<file path="src/rtl/rl_mem_pkg.sv">
// Shared types for the replay memory read-side logic.
// Holds the read sequencer state encoding and the output buffer depth.
package rl_mem_pkg;

    typedef enum logic [1:0] {RD_IDLE, RD_RUN, RD_DRAIN} rd_state_t;

    localparam int SKID_DEPTH = 2;

endpackage

</file>
<file path="src/rtl/skid_buf2.sv">
// Two-entry valid/ready buffer with an empty-bypass path and a synchronous flush.
// Zero-cycle bypass when empty; the upstream must only send when occ plus in-flight is below 2.
module skid_buf2 #(
    parameter int W = 33
) (
    input  logic         clk,
    input  logic         rst_b,
    input  logic         flush,
    input  logic         in_valid,
    input  logic [W-1:0] in_data,
    output logic         out_valid,
    input  logic         out_ready,
    output logic [W-1:0] out_data,
    output logic [1:0]   occ
);

    logic [W-1:0] mem [2];
    logic         wr_ptr;
    logic         rd_ptr;
    logic [1:0]   cnt;
    logic         push;
    logic         pop;

    // Incoming data only lands in storage when it cannot be handed straight through.
    assign push      = in_valid && !(cnt == 2'd0 && out_ready);
    assign pop       = (cnt != 2'd0) && out_ready;
    assign out_valid = (cnt != 2'd0) || in_valid;
    assign out_data  = (cnt != 2'd0) ? mem[rd_ptr] : (in_valid ? in_data : '0);
    assign occ       = cnt;

    always_ff @(posedge clk or negedge rst_b) begin
        if (!rst_b) begin
            mem[0] <= '0;
            mem[1] <= '0;
            wr_ptr <= 1'b0;
            rd_ptr <= 1'b0;
            cnt    <= 2'd0;
        end else if (flush) begin
            wr_ptr <= 1'b0;
            rd_ptr <= 1'b0;
            cnt    <= 2'd0;
        end else begin
            if (push) begin
                mem[wr_ptr] <= in_data;
                wr_ptr      <= ~wr_ptr;
            end
            if (pop) begin
                rd_ptr <= ~rd_ptr;
            end
            cnt <= cnt + 2'(push) - 2'(pop);
        end
    end

endmodule

</file>
<file path="src/rtl/replay_rd_seq.sv">
// Replay memory read sequencer: issues batch reads with fill-count wrap and streams entries out.
// First entry 2 cycles after start, then 1/cycle; reads throttled by 2-entry buffer credit under backpressure.
module replay_rd_seq
    import rl_mem_pkg::*;
#(
    parameter int WL = 16,
    parameter int DW = 32
) (
    input  logic          clk,
    input  logic          rst_b,
    input  logic          start,
    input  logic          abort,
    input  logic [WL-1:0] start_idx,
    input  logic [WL-1:0] batch_len,
    input  logic [WL-1:0] fill_cnt,
    output logic          busy,
    output logic          done,
    output logic          err,
    output logic          mem_ren,
    output logic [WL-1:0] mem_raddr,
    input  logic [DW-1:0] mem_rdata,
    output logic          out_valid,
    input  logic          out_ready,
    output logic [DW-1:0] out_data,
    output logic          out_last
);

    rd_state_t     state, state_nxt;
    logic [WL-1:0] fill_snap;
    logic [WL-1:0] len_snap;
    logic [WL-1:0] addr;
    logic [WL-1:0] issued;
    logic          inflight;
    logic          inflight_last;
    logic          done_q;
    logic          err_q;
    logic          issue;
    logic          issue_last;
    logic          credit_ok;
    logic          launch;
    logic          flush;
    logic          xfer_last;
    logic [1:0]    occ;

    assign launch     = (state == RD_IDLE) && start && !abort;
    assign flush      = abort && (state != RD_IDLE);
    assign issue_last = (issued + WL'(1)) == len_snap;
    // Buffered plus in-flight entries must leave room for the read about to be issued.
    assign credit_ok  = (3'(occ) + 3'(inflight)) < 3'(SKID_DEPTH);
    assign xfer_last  = out_valid && out_ready && out_last;

    always_comb begin
        state_nxt = state;
        issue     = 1'b0;
        case (state)
            RD_IDLE: begin
                if (launch && fill_cnt != '0 && batch_len != '0) begin
                    state_nxt = RD_RUN;
                end
            end
            RD_RUN: begin
                if (abort) begin
                    state_nxt = RD_IDLE;
                end else if (credit_ok) begin
                    issue = 1'b1;
                    if (issue_last) begin
                        state_nxt = RD_DRAIN;
                    end
                end
            end
            RD_DRAIN: begin
                if (abort || xfer_last) begin
                    state_nxt = RD_IDLE;
                end
            end
            default: state_nxt = RD_IDLE;
        endcase
    end

    always_ff @(posedge clk or negedge rst_b) begin
        if (!rst_b) begin
            state         <= RD_IDLE;
            fill_snap     <= '0;
            len_snap      <= '0;
            addr          <= '0;
            issued        <= '0;
            inflight      <= 1'b0;
            inflight_last <= 1'b0;
            done_q        <= 1'b0;
            err_q         <= 1'b0;
        end else begin
            state         <= state_nxt;
            inflight      <= issue;
            inflight_last <= issue && issue_last;
            done_q        <= (state == RD_DRAIN) && !abort && xfer_last;
            err_q         <= 1'b0;
            if (launch) begin
                fill_snap <= fill_cnt;
                len_snap  <= batch_len;
                issued    <= '0;
                addr      <= (start_idx < fill_cnt) ? start_idx : '0;
                err_q     <= (fill_cnt == '0);
                done_q    <= (fill_cnt != '0) && (batch_len == '0);
            end
            if (issue) begin
                issued <= issued + WL'(1);
                addr   <= (addr == fill_snap - WL'(1)) ? '0 : addr + WL'(1);
            end
        end
    end

    skid_buf2 #(
        .W (DW + 1)
    ) u_buf (
        .clk       (clk),
        .rst_b     (rst_b),
        .flush     (flush),
        .in_valid  (inflight),
        .in_data   ({inflight_last, mem_rdata}),
        .out_valid (out_valid),
        .out_ready (out_ready),
        .out_data  ({out_last, out_data}),
        .occ       (occ)
    );

    assign busy      = (state != RD_IDLE);
    assign done      = done_q;
    assign err       = err_q;
    assign mem_ren   = issue;
    assign mem_raddr = addr;

endmodule

</file>
<file path="config.mk">
export PLATFORM = sky130hd
export DESIGN_NAME = replay_rd_seq
export DESIGN_NICKNAME = d
export VERILOG_FILES = /design/src/rtl/rl_mem_pkg.sv /design/src/rtl/skid_buf2.sv /design/src/rtl/replay_rd_seq.sv
export SDC_FILE = /design/constraint.sdc
export NUM_CORES = 1
export LEC_CHECK = 0
export BUFFER_PORTS_ARGS = -buffer_cell sky130_fd_sc_hd__buf_2
export CAP_MARGIN = 20
export CORE_ASPECT_RATIO = 1.2
export CORE_MARGIN = 3
export CORE_UTILIZATION = 52
export CTS_CLUSTER_SIZE = 8
export DETAILED_ROUTE_END_ITERATION = 8
export PLACE_DENSITY = 0.76
export SLEW_MARGIN = 25
export SYNTH_ARGS = -nofsm -noshare
export SYNTH_HDL_FRONTEND = slang
export SYNTH_HIERARCHICAL = 1
export SYNTH_SLANG_ARGS = --single-unit
</file>
<file path="constraint.sdc">
create_clock -name clk -period 3 [get_ports clk]
set_input_delay 0.15 -clock clk [delete_from_list [all_inputs] [get_ports clk]]
set_output_delay 0.15 -clock clk [all_outputs]
set_load 0.005 [all_outputs]
</file>
== Yosys cells after proc, flatten, opt, wreduce, memory -nomap -nowiden ==
Index checks and enable logic that the tools add are counted.
W data, S select, Z words.
Cells by class
  equality and inequality tests: 8
  $add $sub $neg: 6
  magnitude comparators: 5
  reductions and logical operators: 32
  mux-type cells: 30
  bitwise gates (word level): 5
Operators by type and width (number)
  $mux W33: 6
  $mux W16: 6
  $bwmux W66: 1
  $demux W33 S1: 1
  $add A16 B1 Y16 const B: 2
  $eq A16 B16 Y1: 2
  $logic_not A16 Y1: 2
  $reduce_bool A16 Y1: 2
  $lt A16 B16 Y1: 1
  $sub A16 B1 Y16 const B: 1
  $logic_and A1 B1 Y1: 15
  $mux W2: 6
  $reduce_bool A2 Y1: 5
  $mux W1: 9
  $ne A3 B3 Y1 const B: 2
  $pmux W2 S3: 1
  $ge A2 B2 Y1 const B: 2
  $logic_not A2 Y1: 2
  $not A1 Y2: 2
  $reduce_and A4 Y1: 1
  $add A2 B1 Y3: 1
  $lt A3 B2 Y1 const B: 1
  $not A1 Y1: 3
  $add A2 B1 Y2: 1
  other kinds (9): 11
Storage, ports and cells
  bits in registers: 140
  output and inout bits: 54
  input bits: 85

== Longest topological paths before layout ==
Gate-level depths: netlist of run 1.
  depth after elaboration: 9
  depth in mapped cells: 11
  gate-level depth less buffers: 9

== Cells and area by module ==
The synthesis of run 1 kept the hierarchy.
By module, submodules not included
  replay_rd_seq: cells an instance 551, area an instance 4662.0 sq um, instances 1
  skid_buf2: cells an instance 278, area an instance 3565.9 sq um, instances 1

== Worst setup path after synthesis of run 1 ==
Ideal clock, no wire load.
  path type: reg2reg
  start point: register fill_snap[0]
  end point: register addr[0], in the netlist mem_raddr[0]
  cell stages (with the launch flop): 12
  arrival: 2821 ps
  slack: 53 ps
  data required time: 2874 ps
  library setup time: 126 ps
  cell sequence: dfrtp_1 -> inv_1 -> ha_1 -> or4b_1 -> clkbuf_1 -> or3_1 -> clkbuf_1 -> mux2_2 -> a211oi_1 -> o2111a_4 -> nor3_2 -> a221o_1
Between the ends
  cells in the longest elaborated chain, start to end: 4
Ends and longest elaborated chain
  start, declared: RTL line replay_rd_seq.sv:29  | logic [WL-1:0] fill_snap;
  start signal, assigned: RTL line replay_rd_seq.sv:98  | fill_snap <= fill_cnt;
  $sub A16 B1 Y16: RTL line replay_rd_seq.sv:107  | addr <= (addr == fill_snap - WL'(1)) ? '0 : addr + WL'(1);
  $eq A16 B16 Y1: RTL line replay_rd_seq.sv:107
  $mux W16: RTL line replay_rd_seq.sv:107
  $mux W16: RTL line replay_rd_seq.sv:105  | if (issue) begin
  end signal, assigned: RTL line replay_rd_seq.sv:101  | addr <= (start_idx < fill_cnt) ? start_idx : '0;
  end signal, assigned: RTL line replay_rd_seq.sv:107
  end, declared: RTL line replay_rd_seq.sv:31  | logic [WL-1:0] addr;
No other way between the ends.
A chain may end at the register's enable or synchronous reset.

== Final worst setup path of run 1 ==
  start point: register fill_snap[5]
  end point: register addr[0], in the netlist mem_raddr[0]
The elaborated chain is that of the path after synthesis.

==> results of run 1 <==
[cells in the final DEF (no fill, tap or decap), types with 24 or more instances in the layout]
master / count
dfrtp_1: 139
buf_2: 137
nand2_1: 106
o21ai_0: 88
dlygate4sd3_1: 63
nand3_1: 49
mux2_2: 38
mux2i_1: 36
mux2_4: 30
xor2_1: 27
xnor2_1: 26
nor2_1: 24
[power by group through the flow]
stage                     logic (uW)  clock network [uW]  registers, uW
after floorplan                 1910                   0           2790
after global placement          2650                   0           2900
after detailed placement        2710                   0           2930
after CTS                       2790                2160           2910
after global routing            3100                2250           3000
final                           2810                2120           2920
[state kept, by name, summed over array words and instances, names as in the netlist, 2 cells and up]
register   flops
fill_snap     16
len_snap      16
u_buf/mem     66
state          2
issued        16
u_buf/occ      2
mem_raddr     16
[repair_timing]
item                                    4_1_cts  5_1_grt
hold buffers                                 63        0
hold endpoints to repair                    158        0
buffers inserted                              0        1
endpoints found under the setup margin        0       15
resized for setup                             0        5
[cell families (layout without fill, tap and decap cells)]
| logic type | after synthesis | count (layout) | share of synthesized area |
|---|---|---|---|
| flops | 140 | 140 | 0.4258 |
| fa+ha+maj | 20 | 20 | 0.03041 |
| simple gates | 280 | 280 | 0.1753 |
| xor+xnor | 53 | 53 | 0.05642 |
| mux | 104 | 104 | 0.1505 |
| buf+inv | 72 | 277 | 0.04091 |
| compound gates | 160 | 161 | 0.1206 |
[final timing paths]
| kind | slack [ns] | to | start |
|---|---|---|---|
| max | 0.14 | mem_raddr[0]$_DFFE_PN0P_ | fill_snap[5]$_DFFE_PN0P_ |
| min | 0.02 | fill_snap[9]$_DFFE_PN0P_ | fill_cnt[9] |
| max reg2reg | 0.14 | mem_raddr[0]$_DFFE_PN0P_ | fill_snap[5]$_DFFE_PN0P_ |
| min reg2reg | 0.50 | len_snap[5]$_DFFE_PN0P_ | len_snap[5]$_DFFE_PN0P_ |
| max in group asynchronous | 1.90 | mem_raddr[1]$_DFFE_PN0P_ | rst_b |
| min in group asynchronous | 0.32 | u_buf/mem[7]$_DFFE_PN0P_ | rst_b |
[layer usage]
metal / wire [um] / track usage
met5: 0 / 0
met4: 473 / 0.09487
met3: 1089 / 0.05197
met2: 10300 / 0.4093
met1: 9107 / 0.3069
[stage by stage]
step | setup slack (ns) | cell area, um2
after floorplan | 0.05280 | 8228
after global placement | 0.03451 | 9134
after detailed placement | 0.02066 | 9134
after CTS | 0.006450 | 10360
after global routing | -0.01105 | 10390
final | 0.1368 | 10390
[worst min-delay path: stages]
cell and delay, ns:
buf_2 0.10, inv_1 0.06, o21ai_0 0.08
[area by class of cell]
class / count / area, um2
multi-input cells: 618 / 4419
well taps: 204 / 255.2
clock inverters: 13 / 170.2
fillers: 1190 / 4880
inverters: 23 / 86.33
clock buffers: 17 / 425.4
flip-flops and latches: 140 / 3505
repair buffers: 224 / 1525
==> impl_metrics.ini, run 1 <==
[route]
ant_nets = 0
drt_pass1_iterations = 5
post_drt_via_cell_ratio = 5.660
drt_wl_total_mm = 20.97
drc = 0
num_vias = 7013
wl_per_cell_um = 16.93
drtIter0Drc = 461

[pwr]
swShare = 0.3352
p_total_uw = 7856
cellPowerDensity_nw_per_um2 = 756.4
power_switching_uw = 2633
p_leak_uw = 0.004874
clkPwrFrac = 0.270
peakVddDrop_mv = 0.4555
combPwrFrac = 0.358
power.internal_uw = 5223
seqPwrFrac = 0.372

[clock_network]
cts_tree = done
clk-insertion-delay-late_ns = 0.42
htree_levels = 4
clock_path_buffers = 2
cts.sinks = 140
cts_buffers = 17
cts.clk_slew.worst_paths_ns = 0.06
cts_root_buffer = clkbuf_16

[worst_setup_path]
crit_top_cell = or4_4
cp_num_buf_inv = 0
critPathKind = reg -> reg
crit_family = simple AND/OR/NAND/NOR gates
critPathMaxFanout = 5
rr_worst_depth = 7
required_ns = 3.31
cp_slowest_cell = or4_1
cp_data_arrival_time_ns = 3.17
worst_path_largest_cell_delay_ns = 0.57
worstSetupStartpointType = register
cp.depth = 7
crit_chain = or4_1 -> or4_4 -> or4_4 -> nor2_4 -> o2111a_4 -> nor3_2 -> a221o_1
worstSetupEndpointType = register

[synth]
synth_area_leader_cell = dfrtp_1
synth_cell_type_count = 76
syn_nets = 934
synth_edf_count = 0
synthCells = 829
synth_commonest_cells = dfrtp_1, nand2_1, o21ai_0
synth_seq_area_share = 0.4258
ys_warn_count = 6
synth.area.top_cells = dfrtp_1, mux2_4, o21ai_0
netlist_area_um2 = 8228
ys_ff_latch = 140
postSynthAreaPerCell_um2 = 9.925
yosys.cell_count.top_type = dfrtp_1
ys_async_sr_fraction = 1.000
ys.flop_type = dfrtp_1
netlist.area_leader.share = 0.4258

[timing]
holdWs_ns = 0.02032
fmax_ghz = 0.3493
fin_setup_tns_ns = 0
setup_viol = 0
max_slew_margin = 0.4570
finClkSkew_ns = 0.006688
hold_viol = 0
period_share = 0.9544
period_needed_ns = 2.863
maxSlewViolCount = 0
tightest_slew_ns = 0.8115

[floorplan]
start_util = 0.5390
die_height_um = 143.8
floorplan.rows = 49
die_area_um2 = 17370
ioPinCount = 139
core-area_um2 = 15270
dieWidth_um = 120.8

[global_routing]
grt_pass1_vias = 6930
overflow = 0
grt_pass1_wl_mm = 33.74
antenna_found_initial = 0
grt_max_degree = 71
grt.total_usage = 0.2430

[place]
gp_congestion = 0.8983
dp_hpwl_mm = 13.85
numPortBuffers = 138
dpl.cell_count = 1144

[hold_path]
min_path_cells = 3
hold_path.class = in -> reg

[finish]
stdcell_count = 1239
finalNetCount = 1129
final_util = 0.6804
diodes = 0
area_growth_pct = 26.23
drive_gt1_frac = 0.2763

[run_status]
status = complete, no violations

[run]
cap_violations = 0
Note: power is estimated with default switching activity, not from simulation.
==> run 2, diff against run 1 <==
- REMOVE_ABC_BUFFERS: unset -> 1
==> impl_metrics.ini, run 2 (synthesis results as in run 1) <==
[floorplan]
ioPinCount = 139
start_util = 0.5390
floorplan.rows = 49
die_height_um = 143.8
dieWidth_um = 120.8
die_area_um2 = 17370
core-area_um2 = 15270

[finish]
final_cell_area_um2 = 10370
layout_commonest_cell = dfrtp_1
layout_common_cells = dfrtp_1, buf_2, nand2_1, o21ai_0, dlygate4sd3_1
drive_gt1_frac = 0.2763
top_register = u_buf/mem
finalNetCount = 1120
area_growth_pct = 26.05
stdcell_count = 1232
diodes = 0
largest_register_ffs = 66

[clock_network]
cts.clk_slew.worst_paths_ns = 0.06
cts_root_buffer = clkbuf_16
htree_levels = 4
cts.sinks = 140
clk-insertion-delay-late_ns = 0.42
cts_buffers = 17
cts_tree = done
clock_path_buffers = 2

[pwr]
seqPwrFrac = 0.366
power.internal_uw = 5493
combPwrFrac = 0.337
p_total_uw = 8153
p_leak_uw = 0.004869
swShare = 0.3263
clkPwrFrac = 0.297
cellPowerDensity_nw_per_um2 = 786.1
peakVddDrop_mv = 0.4210
power_switching_uw = 2660

[place]
numPortBuffers = 138
dp_hpwl_mm = 14.38
dpl.cell_count = 1144
gp_congestion = 0.9109
place_area_um2 = 9121

[run_status]
status = complete, no violations

[hold_path]
hold_path.class = in -> reg

[route]
wl_per_cell_um = 17.54
drt_pass1_iterations = 7
post_drt_via_cell_ratio = 5.784
ant_nets = 0
drc = 0
drt_wl_total_mm = 21.61
dr_wl_met3_mm = 1.406
num_vias = 7126
drtIter0Drc = 492
met1_length_mm = 9.195
top_layer_used = met5
wl_met2_mm = 10.60

[worst_setup_path]
critPathKind = reg -> reg
worstSetupEndpointType = register
worstSetupStartpointType = register
critPathMaxFanout = 8
cp_data_arrival_time_ns = 3.17
required_ns = 3.30
r2r_setup_slack_ns = 0.13

[timing]
finClkSkew_ns = 0.007452
fmax_ghz = 0.3487
hold_viol = 0
rsz0062_at_grt = no
setup_viol = 0
tightest_slew_ns = 0.8420
period_needed_ns = 2.868
period_share = 0.9560
maxSlewViolCount = 0
max_slew_margin = 0.4387
fin_setup_tns_ns = 0

[global_routing]
grt.total_usage = 0.2544
antenna_found_initial = 1
grt_pass1_wl_mm = 35.23
grt_pass1_vias = 6977
overflow = 0
grt_max_degree = 93

[run]
cap_violations = 0
[run 2: layer usage]
| metal | track usage | vias up |
|---|---|---|
| li1 | - | 3362 |
| met5 | 0 | - |
| met2 | 0.4350 | 264 |
| met1 | 0.3196 | 3458 |
| met3 | 0.05945 | 40 |
| met4 | 0.08234 | 2 |
[run 2: power by group through the flow]
stage / combinational (uW) / clock [uW] / sequential [uW]
floorplan: 1730 / 0 / 2900
global placement: 2590 / 0 / 2960
detailed placement: 2650 / 0 / 3000
CTS: 2740 / 2460 / 2980
global route: 3030 / 2550 / 3060
finish: 2750 / 2420 / 2980
[run 2: worst max-delay path: stages (launching register included)]
cell and delay (ns):
dfrtp_1 0.39, inv_1 0.07, ha_1 0.17, or4b_4 0.54
or3_4 0.43, mux2_2 0.30, a211oi_1 0.26, o2111a_4 0.29
nor3_2 0.04, a221o_1 0.26
[run 2: final timing paths]
kind | from | endpoint | cells past startpoint
max | fill_snap[1]$_DFFE_PN0P_ | mem_raddr[0]$_DFFE_PN0P_ | 9
max in group asynchronous | rst_b | fill_snap[2]$_DFFE_PN0P_ | 3
min reg2reg | len_snap[7]$_DFFE_PN0P_ | len_snap[7]$_DFFE_PN0P_ | 2
min | fill_cnt[1] | fill_snap[1]$_DFFE_PN0P_ | 3
max reg2reg | fill_snap[1]$_DFFE_PN0P_ | mem_raddr[0]$_DFFE_PN0P_ | 9
min in group asynchronous | rst_b | u_buf/mem[41]$_DFFE_PN0P_ | 2
[run 2: metrics by stage]
stage,util,worst slack [ns],hold WS (ns)
2_1_floorplan,-,-0.2616,-0.1456
3_3_place_gp,0.5975,0.05693,0.2775
3_5_place_dp,0.5975,-0.01864,0.2803
4_1_cts,0.6790,0.08497,0.00009795
5_1_grt,0.6794,0.01578,0.009403
6_report,0.6794,0.1321,0.007154
[run 2: layout make-up]
class                           instances  area [um2]
Fill cell                            1143        4895
Multi-Input combinational cell        617        4410
Sequential cell                       140        3505
Timing Repair Buffer                  216        1435
Clock buffer                           19       442.9
Tap cell                              204       255.2
Clock inverter                         13       236.5
Inverter                               23       86.33
[run 2: timing repair]
item	CTS	global route
gates resized for setup	2	2
endpoints found under the setup margin	8	6
pin swaps	0	0
hold endpoints to repair	164	0
hold buffers	56	0
buffers inserted	0	0
==> run 3, diff against run 2 <==
- MAX_ROUTING_LAYER: unset -> met4
==> impl_metrics.ini, run 3 (synthesis results as in run 1) <==
[finish]
drive_gt1_frac = 0.2763
top_register = u_buf/mem
finalNetCount = 1120
area_growth_pct = 26.08
largest_register_ffs = 66
final_cell_area_um2 = 10370
layout_common_cells = dfrtp_1, buf_2, nand2_1, o21ai_0, dlygate4sd3_1
layout_commonest_cell = dfrtp_1
final_util = 0.6795

[floorplan]
die_height_um = 143.8
die_area_um2 = 17370
core-area_um2 = 15270
floorplan.rows = 49
start_util = 0.5390
dieWidth_um = 120.8
ioPinCount = 139

[timing]
fin_setup_tns_ns = 0
period_share = 0.9514
rsz0062_at_grt = no
finClkSkew_ns = 0.008236
finalWorstSetupSlack_ns = 0.1459
tightest_slew_ns = 0.8497
hold_viol = 0
setup_viol = 0
period_needed_ns = 2.854
fmax_ghz = 0.3504
max_slew_margin = 0.4335
maxSlewViolCount = 0

[route]
post_drt_via_cell_ratio = 5.744
drt_pass1_iterations = 5
drc = 0
drtIter0Drc = 497
ant_nets = 0
num_vias = 7082
drt_wl_total_mm = 21.57
wl_per_cell_um = 17.50

[worst_setup_path]
reg2reg_from = fill_snap[1]$_DFFE_PN0P_
cp_data_arrival_time_ns = 3.16
worst_path_largest_cell_delay_ns = 0.53
required_ns = 3.30
cp_slowest_cell = or4b_4
critPathKind = reg -> reg
crit_family = simple AND/OR/NAND/NOR gates
r2r_setup_slack_ns = 0.15
critPathMaxFanout = 8
reg2reg_to = mem_raddr[0]$_DFFE_PN0P_
worstSetupStartpointType = register
rr_worst_depth = 9
cp_num_buf_inv = 1
crit_chain = inv_1 -> ha_1 -> or4b_4 -> or3_4 -> mux2_2 -> a211oi_1 -> o2111a_4 -> nor3_2 -> a221o_1
worstSetupEndpointType = register

[run]
cap_violations = 0

[pwr]
p_total_uw = 8147
peakVddDrop_mv = 0.4220
p_leak_uw = 0.004869
cellPowerDensity_nw_per_um2 = 785.3

[global_routing]
antenna_found_initial = 1
grt_max_degree = 93
overflow = 0
grt_pass1_wl_mm = 35.23
grt_pass1_vias = 6978
grt.total_usage = 0.2620

[hold_path]
min_path_cells = 3
hold_path.class = in -> reg
min_from = fill_cnt[1]
min_to = fill_snap[1]$_DFFE_PN0P_

[clock_network]
cts.clk_slew.worst_paths_ns = 0.06
cts_root_buffer = clkbuf_16
cts_buffers = 17
htree_levels = 4
cts.sinks = 140
clock_path_buffers = 2
cts_tree = done
clk-insertion-delay-late_ns = 0.42

[place]
dp_slack_ns = -0.01864
numPortBuffers = 138
place_area_um2 = 9121
gp_congestion = 0.9267
dp_hpwl_mm = 14.38

[run_status]
status = complete, no violations
## run 3: cell types whose count changed in the layout (fill, tap and decap cells not counted)
| cell | previous run | this run |
|---|---|---|
| diode_2 | 0 | 1 |
## run 3: final cells by class
cell class                 instances  area (um2)
clock buffer                      19       442.9
clock inverter                    13       236.5
tap                              204       255.2
multi-input combinational        617        4410
fill                            1142        4892
antenna                            1       2.502
sequential                       140        3505
inverter                          23       86.33
timing repair buffer             216        1435
## run 3: per-stage QoR
stage | hold slack (ns) | instances
6_report | 0.002798 | 1233
5_1_grt | 0.009383 | 1233
4_1_cts | 0.00009795 | 1232
3_5_place_dp | 0.2803 | 1144
3_3_place_gp | 0.2775 | 1144
2_1_floorplan | -0.1456 | 780
## run 3: how the worst max path moves through the flow
stage	from	end	cells past startpoint
final	fill_snap[1]$_DFFE_PN0P_	mem_raddr[0]$_DFFE_PN0P_	9
after global routing	fill_snap[1]$_DFFE_PN0P_	mem_raddr[0]$_DFFE_PN0P_	9
after detailed placement	fill_snap[1]$_DFFE_PN0P_	mem_raddr[6]$_DFFE_PN0P_	9
after CTS	fill_snap[1]$_DFFE_PN0P_	mem_raddr[6]$_DFFE_PN0P_	9
after global placement	fill_snap[1]$_DFFE_PN0P_	mem_raddr[0]$_DFFE_PN0P_	9
after floorplan	state[1]$_DFFE_PN0P_	mem_raddr[0]$_DFFE_PN0P_	4
## run 3: report_power, final
group / internal [uW] / switching [uW] / total, uW
clock: 1590 / 832 / 2420
sequential: 2460 / 525 / 2980
combinational: 1450 / 1300 / 2740
total: 5490 / 2650 / 8150
## run 3: timing repair
action	in CTS	in global routing
hold buffers	56	0
resized for setup	2	2
hold endpoints to repair	164	0
endpoints found under the setup margin	8	6
setup buffers	0	0
## run 3: metal layers
metal	wire (um)	up-vias	global-route usage
li1	-	3360	-
met1	9131	3431	0.3206
met2	10610	253	0.4350
met3	1438	38	0.05709
met4	387	0	0.08234
met5	0	-	-
## run 3: worst reg2reg max path, delay by kind of cell (launching register included)
family / cells / cell delay, ns
adders and majority gates: 1 / 0.17
and+or+nand+nor: 3 / 1.00
DFF: 1 / 0.39
AOI/OAI and AO/OA: 3 / 0.81
buffers and inverters: 1 / 0.07
muxes: 1 / 0.30
